<file path="config.mk">
export PLATFORM = sky130hd
export DESIGN_NAME = cheri_lsu_stkz_arb
export DESIGN_NICKNAME = d
export VERILOG_FILES = /design/src/rtl/cheri_lsu_stkz_arb.sv
export SDC_FILE = /design/constraint.sdc
export NUM_CORES = 1
export LEC_CHECK = 0
export ABC_AREA = 0
export BUFFER_PORTS_ARGS = -buffer_cell sky130_fd_sc_hd__buf_4
export CELL_PAD_IN_SITES_DETAIL_PLACEMENT = 2
export CELL_PAD_IN_SITES_GLOBAL_PLACEMENT = 2
export CORE_ASPECT_RATIO = 1.5
export CORE_MARGIN = 3
export CORE_UTILIZATION = 14
export DETAILED_ROUTE_END_ITERATION = 16
export PLACE_DENSITY_LB_ADDON = 0.1
export SYNTH_ARGS = -nofsm -noshare
export SYNTH_HDL_FRONTEND = slang
export SYNTH_SLANG_ARGS = --single-unit
export TNS_END_PERCENT = 100
</file>
<file path="constraint.sdc">
create_clock -name clk_i -period 2.8 [get_ports clk_i]
set_input_delay 0.84 -clock clk_i [delete_from_list [all_inputs] [get_ports clk_i]]
set_output_delay 0.84 -clock clk_i [all_outputs]
set_load 0.1 [all_outputs]
</file>
<file path="src/rtl/cheri_lsu_stkz_arb.sv">
// Shares the single LSU request port between the core load/store path and the
// stack-zeroization engine, with owner tagging for in-order response routing.
module cheri_lsu_stkz_arb #(
   parameter int MAX_OUTST     = 2,
   parameter int STKZ_MAX_WAIT = 8
) (
   input  logic        clk_i,
   input  logic        rst_i,
   input  logic        core_req_i,
   input  logic        core_we_i,
   input  logic        core_is_cap_i,
   input  logic [31:0] core_addr_i,
   input  logic [32:0] core_wdata_i,
   output logic        core_req_done_o,
   output logic        core_resp_valid_o,
   output logic        core_resp_err_o,
   output logic [32:0] core_rdata_o,
   input  logic        stkz_req_i,
   input  logic        stkz_we_i,
   input  logic        stkz_is_cap_i,
   input  logic [31:0] stkz_addr_i,
   input  logic [32:0] stkz_wdata_i,
   input  logic        stkz_abort_i,
   output logic        stkz_req_done_o,
   output logic        stkz_resp_valid_o,
   output logic        stkz_resp_err_o,
   output logic        lsu_req_o,
   output logic        lsu_we_o,
   output logic        lsu_is_cap_o,
   output logic [31:0] lsu_addr_o,
   output logic [32:0] lsu_wdata_o,
   input  logic        lsu_req_done_i,
   input  logic        lsu_resp_valid_i,
   input  logic        lsu_resp_err_i,
   input  logic [32:0] lsu_rdata_i,
   output logic        arb_busy_o,
   output logic        unexp_resp_o
);

   localparam int CW = $clog2(MAX_OUTST + 1);
   localparam int PW = (MAX_OUTST > 1) ? $clog2(MAX_OUTST) : 1;
   localparam logic [CW-1:0] MAX_CNT  = CW'(MAX_OUTST);
   localparam logic [3:0]    MAX_WAIT = 4'(STKZ_MAX_WAIT);
   localparam logic          OWN_CORE = 1'b0;
   localparam logic          OWN_STKZ = 1'b1;

   typedef enum logic [1:0] {
      IDLE      = 2'd0,
      LOCK_CORE = 2'd1,
      LOCK_STKZ = 2'd2
   } state_t;

   state_t              state_r;
   state_t              state_nxt_s;
   logic [CW-1:0]       count_r;
   logic [PW-1:0]       rd_ptr_r;
   logic [PW-1:0]       wr_ptr_r;
   logic [(1<<PW)-1:0]  tag_r;
   logic [3:0]          wait_r;
   logic                unexp_r;

   logic room_s;
   logic core_elig_s;
   logic stkz_elig_s;
   logic grant_s;
   logic owner_s;
   logic push_s;
   logic pop_s;
   logic head_s;

   function automatic logic [PW-1:0] ptr_inc(input logic [PW-1:0] p);
      if (p == PW'(MAX_OUTST - 1)) begin
         return {PW{1'b0}};
      end else begin
         return p + PW'(1);
      end
   endfunction

   assign room_s      = (count_r < MAX_CNT);
   assign core_elig_s = room_s & core_req_i;
   assign stkz_elig_s = room_s & stkz_req_i & ~stkz_abort_i;

   // Arbitration, lock hold and next-state selection.
   always_comb begin
      state_nxt_s = state_r;
      grant_s     = 1'b0;
      owner_s     = OWN_CORE;
      case (state_r)
         IDLE: begin
            if (core_elig_s | stkz_elig_s) begin
               grant_s = 1'b1;
               owner_s = stkz_elig_s & ((wait_r == MAX_WAIT) | ~core_elig_s);
               if (lsu_req_done_i) begin
                  state_nxt_s = IDLE;
               end else begin
                  state_nxt_s = owner_s ? LOCK_STKZ : LOCK_CORE;
               end
            end else begin
               grant_s = 1'b0;
            end
         end
         LOCK_CORE: begin
            grant_s     = 1'b1;
            owner_s     = OWN_CORE;
            state_nxt_s = lsu_req_done_i ? IDLE : LOCK_CORE;
         end
         LOCK_STKZ: begin
            grant_s     = 1'b1;
            owner_s     = OWN_STKZ;
            state_nxt_s = lsu_req_done_i ? IDLE : LOCK_STKZ;
         end
         default: begin
            state_nxt_s = IDLE;
         end
      endcase
      // Nothing is offered to the LSU while reset is held.
      grant_s = grant_s & ~rst_i;
   end

   assign push_s = grant_s & lsu_req_done_i;
   assign pop_s  = lsu_resp_valid_i & (count_r != {CW{1'b0}}) & ~rst_i;
   assign head_s = tag_r[rd_ptr_r];

   assign lsu_req_o    = grant_s;
   assign lsu_we_o     = grant_s & (owner_s ? stkz_we_i : core_we_i);
   assign lsu_is_cap_o = grant_s & (owner_s ? stkz_is_cap_i : core_is_cap_i);
   assign lsu_addr_o   = grant_s ? (owner_s ? stkz_addr_i : core_addr_i) : 32'h0;
   assign lsu_wdata_o  = grant_s ? (owner_s ? stkz_wdata_i : core_wdata_i) : 33'h0;

   assign core_req_done_o   = push_s & (owner_s == OWN_CORE);
   assign stkz_req_done_o   = push_s & (owner_s == OWN_STKZ);
   assign core_resp_valid_o = pop_s & (head_s == OWN_CORE);
   assign core_resp_err_o   = core_resp_valid_o & lsu_resp_err_i;
   assign core_rdata_o      = core_resp_valid_o ? lsu_rdata_i : 33'h0;
   assign stkz_resp_valid_o = pop_s & (head_s == OWN_STKZ);
   assign stkz_resp_err_o   = stkz_resp_valid_o & lsu_resp_err_i;

   assign arb_busy_o   = (count_r != {CW{1'b0}}) | (state_r != IDLE);
   assign unexp_resp_o = unexp_r;

   // FSM state register.
   always_ff @(posedge clk_i or posedge rst_i) begin
      if (rst_i) begin
         state_r <= IDLE;
      end else begin
         state_r <= state_nxt_s;
      end
   end

   // Owner-tag FIFO and outstanding counter.
   always_ff @(posedge clk_i or posedge rst_i) begin
      if (rst_i) begin
         count_r  <= {CW{1'b0}};
         rd_ptr_r <= {PW{1'b0}};
         wr_ptr_r <= {PW{1'b0}};
         tag_r    <= '0;
      end else begin
         if (push_s) begin
            tag_r[wr_ptr_r] <= owner_s;
            wr_ptr_r        <= ptr_inc(wr_ptr_r);
         end
         if (pop_s) begin
            rd_ptr_r <= ptr_inc(rd_ptr_r);
         end
         case ({push_s, pop_s})
            2'b10:   count_r <= count_r + CW'(1);
            2'b01:   count_r <= count_r - CW'(1);
            default: count_r <= count_r;
         endcase
      end
   end

   // Bounded-wait counter for zeroization forward progress.
   always_ff @(posedge clk_i or posedge rst_i) begin
      if (rst_i) begin
         wait_r <= 4'd0;
      end else if (!stkz_req_i) begin
         wait_r <= 4'd0;
      end else if ((state_r == IDLE) && grant_s && (owner_s == OWN_STKZ)) begin
         wait_r <= 4'd0;
      end else if ((state_r == IDLE) && grant_s && stkz_elig_s && (wait_r != MAX_WAIT)) begin
         wait_r <= wait_r + 4'd1;
      end else begin
         wait_r <= wait_r;
      end
   end

   // Sticky flag for responses with nothing outstanding.
   always_ff @(posedge clk_i or posedge rst_i) begin
      if (rst_i) begin
         unexp_r <= 1'b0;
      end else if (lsu_resp_valid_i && (count_r == {CW{1'b0}})) begin
         unexp_r <= 1'b1;
      end else begin
         unexp_r <= unexp_r;
      end
   end

endmodule

</file>
==> summary.txt <==
Critical path
  • Critical path data required time: slightly below 2 ns
  • Startpoint type of the worst setup path: input pin
  • Startpoint of the most critical register-to-register path: state_r[0]$_DFFE_PP0P_
  • Critical path capture point type: primary output
  • Worst flop-to-flop path endpoint: count_r[1]$_DFFE_PP0P_
  • Crit path max fanout: 18
  • Worst-path cell with the longest stage delay: sky130_fd_sc_hd__and4bb_4
  • Critical path start-end classification: in2out
  • Top cell by count, worst path: sky130_fd_sc_hd__buf_12
  • Cell count of the worst reg-to-reg path: 12
  • WP buf/inv: 5
  • Largest incremental delay on the critical path: approximately 0.22 ns
  • Critical Path AT: between 2 and 2.5 ns
  • Kind of cell adding the most delay to the critical path: buffers and inverters
  • Worst path cell trace: buf_6, and4bb_4, buf_4, o2bb2ai_4, buf_12, buf_16, nand2_1, a21oi_4, buf_12
  • Worst-case register-to-register setup slack: around 0.54 ns

Clock network
  • Root cell of the clock tree: sky130_fd_sc_hd__clkbuf_16
  • Clock-pin slew on the worst setup and hold paths: ~0.05 ns
  • H-tree Lvls: 1
  • Number of sinks handled by clock tree synthesis: 13
  • Maximum number of buffers from clock root to sink: 2
  • Hold Buf Count CTS: 0
  • Clock buffers created by TritonCTS: 3
  • Clock network latency to the later pin of the worst-skew pair: 0.25 ns
  • Clock tree from TritonCTS: done

Floorplan
  • Die height: around 160 um
  • Area of the core: roughly 16000 um2
  • FP Rows: 56
  • Total die area: between 15000 and 20000 um2
  • Die width: roughly 110 um
  • Boundary Pins: 284
  • Initial core utilization: around 14%

Timing
  • Worst-margin pin slew: approximately 0.55 ns
  • Max Clock Skew: around 0.0046 ns
  • Minimum setup slack in the final design: -0.326 ns
  • Setup-failing EPs final: 80
  • Hold Violations, Final: 0
  • Tmin final: 3.13 ns
  • Number of max-slew violations in the final report: 0
  • Worst max-slew margin expressed relative to the limit: between 60% and 70%
  • Max Freq: about 0.32 GHz
  • Ratio of final minimum period to clock period: 112%
  • Setup repair after global routing missed its margin: true

GRT
  • Met3 Resource Use GR: between 5 and 6%
  • Layer with the highest usage after global routing: met2
  • Fraction of met1 tracks used by global routing: between 10% and 20%
  • Initial antenna violation count: 0
  • Total gr overflow: 0
  • Combined global-route utilization of all metal layers: between 10% and 20%
  • Maximum number of pins on one net before global-route repair: 36
  • Global routing usage on met2: about two fifths
  • Global-route wire length before repair: approximately 25000 um
  • Number of global-route vias before repair: approximately 4600

Power
  • Leakage dissipation: roughly 3.6 nW
  • Power per unit of standard cell area: about 820 nW/um2
  • Highest ir drop seen on vdd: a little under 0.0005 V

Yosys
  • Post-synth cell types: 40
  • Top cells by instance count after synthesis: sky130_fd_sc_hd__nand2_1 (137), sky130_fd_sc_hd__a21oi_2 (38), sky130_fd_sc_hd__and2_1 (35)
  • Number of synthesized flops with an enable pin: 0
  • Post-synth top area cell: sky130_fd_sc_hd__nand2_1
  • Register bit total from synthesis: 13
  • Sequential share of the synthesized area: ~14%
  • Post-synthesis average cell area: around 6.6 um2
  • Dominant synthesized flop cell: sky130_fd_sc_hd__dfrtp_1
  • Nets in the synthesized netlist: 524
  • Mapped cell area: between 2000 and 2500 um2
  • Area fraction of the dominant cell type after synthesis: a little under a quarter
  • Synth warnings: 0
  • Leading cell types by total area after synthesis: sky130_fd_sc_hd__nand2_1 (23%), sky130_fd_sc_hd__a21oi_2 (15%), sky130_fd_sc_hd__dfrtp_1 (14%)
  • Post-Synthesis Cells: about 340
  • Asr flop ratio synth: 100%
  • Leading cell type by number of instances after synthesis: sky130_fd_sc_hd__nand2_1

Worst hold path
  • Cell depth of the worst min-delay path: 1
  • Min-Delay Endpoint: unexp_resp_o$_DFFE_PP0P_
  • Kind of path behind the tightest hold check: reg2reg
  • Hold path startpoint: unexp_resp_o$_DFFE_PP0P_

Final layout
  • Count of antenna diodes in the layout: 0
  • Synthesis-to-layout area growth: 252%
  • Share of final-layout standard cells stronger than drive strength 1: 81.0%
  • Final Instance Area: roughly 8000 um2
  • Layout Nets: approximately 860
  • Post-layout util: 50.4%

Route
  • Post-detailed-route wirelength per cell: 21.5 um
  • Detailed Route Iter0 Violations: 73
  • Count of antenna-violating nets left after detailed routing: 0
  • Detailed-router iteration count before antenna repair: 4
  • Remaining routing DRC violations: 0
  • Final Routed Wirelength: roughly 19000 um
  • Via-to-Cell Ratio: about 4.4
  • Total number of vias: about 3900

Placed design
  • Cell area after placement: around 5600 um2
  • Number of buffer cells added on primary ports: approximately 280
  • Last weighted congestion value of the routability-driven placer: between 0.7 and 0.8
  • Detailed-placement wirelength estimate: 12200 um
  • Worst slack, placed: -0.457 ns

Status
  • Result of the run: finished with violations
  • Violated checks: negative setup slack

Run
  • MaxCap Viol Count: 0
report_power, final:
part | internal [mW] | total (mW) | switching [mW]
logic | 2.31 | 5.93 | 3.62
registers | 0.240 | 0.280 | 0.0405
clock network | 0.193 | 0.280 | 0.0875
final cells by class:
| class | instances | area (um2) |
|---|---|---|
| Clock buffer | 4 | 78.8 |
| Multi-Input combinational cell | 296 | 2780 |
| Timing Repair Buffer | 351 | 4470 |
| Fill cell | 1539 | 7820 |
| Tap cell | 203 | 254 |
| Sequential cell | 13 | 325 |
| Inverter | 9 | 37.5 |
sequential cells by signal, summed over array words and instances (netlist names):
register      cells
wait_r            4
count_r           2
state_r           2
tag_r             2
rd_ptr_r          1
unexp_resp_o      1
wr_ptr_r          1
layout by cell type (no fill, tap or decap), types with 3 or more instances in the layout:
cell type,netlist,final
sky130_fd_sc_hd__buf_6,10,7
sky130_fd_sc_hd__mux2_2,4,3
sky130_fd_sc_hd__dfrtp_1,13,13
sky130_fd_sc_hd__nand2_4,0,25
sky130_fd_sc_hd__nor2_1,9,5
sky130_fd_sc_hd__ha_1,7,6
sky130_fd_sc_hd__xor2_1,3,3
sky130_fd_sc_hd__a21oi_4,0,67
sky130_fd_sc_hd__clkbuf_16,0,10
sky130_fd_sc_hd__nand2_2,0,42
sky130_fd_sc_hd__nand2_1,137,69
sky130_fd_sc_hd__buf_16,0,12
sky130_fd_sc_hd__and2_4,0,22
sky130_fd_sc_hd__inv_1,9,8
sky130_fd_sc_hd__buf_12,0,113
sky130_fd_sc_hd__buf_4,1,210
sky130_fd_sc_hd__and2_2,0,13
sky130_fd_sc_hd__xnor2_1,5,5
timing repair:
action,CTS,global route
pin swaps,31,62
gates cloned,9,8
setup endpoints to repair,106,83
gates resized for setup,303,131
buffers inserted,11,6
cells by family after synthesis:
logic type,after synthesis,share of synthesized area [%]
and+or+nand+nor,194,38.7
xor gates and xnor gates,8,3.10
AOI/OAI and AO/OA,82,28.2
buffers and inverters,33,9.24
muxes,5,2.43
adders and majority gates,7,3.87
DFF,13,14.4
layer usage:
metal,share of wire (%),wire length (um)
met1,30,5670
met4,1.3,251
met2,61,11400
met5,0,0
met3,8.0,1510
worst max-delay path by stage:
stage                     depth (start not counted)               to  slack (ns)    startpoint
after detailed placement                          7   lsu_addr_o[12]       -0.46  stkz_abort_i
after floorplan                                   5  lsu_wdata_o[23]       -0.32  stkz_abort_i
after CTS                                         8  lsu_wdata_o[25]       -0.35  stkz_abort_i
after global routing                              9  lsu_wdata_o[29]       -0.38    stkz_req_i
final                                             9  lsu_wdata_o[29]       -0.33    stkz_req_i
after global placement                            7  lsu_wdata_o[25]       -0.43  stkz_abort_i
through the flow:
stage	power, mW	hold slack (ns)	TNS [ns]	instances
global route	6.73	0.485	-25.48	876
CTS	6.18	0.469	-20.24	862
floorplan	3.66	0.450	-21.45	342
detailed placement	4.71	0.457	-28.98	839
finish	6.49	0.461	-19.89	876
global placement	4.66	0.448	-27.36	839
(Power assumes the default switching activity.)
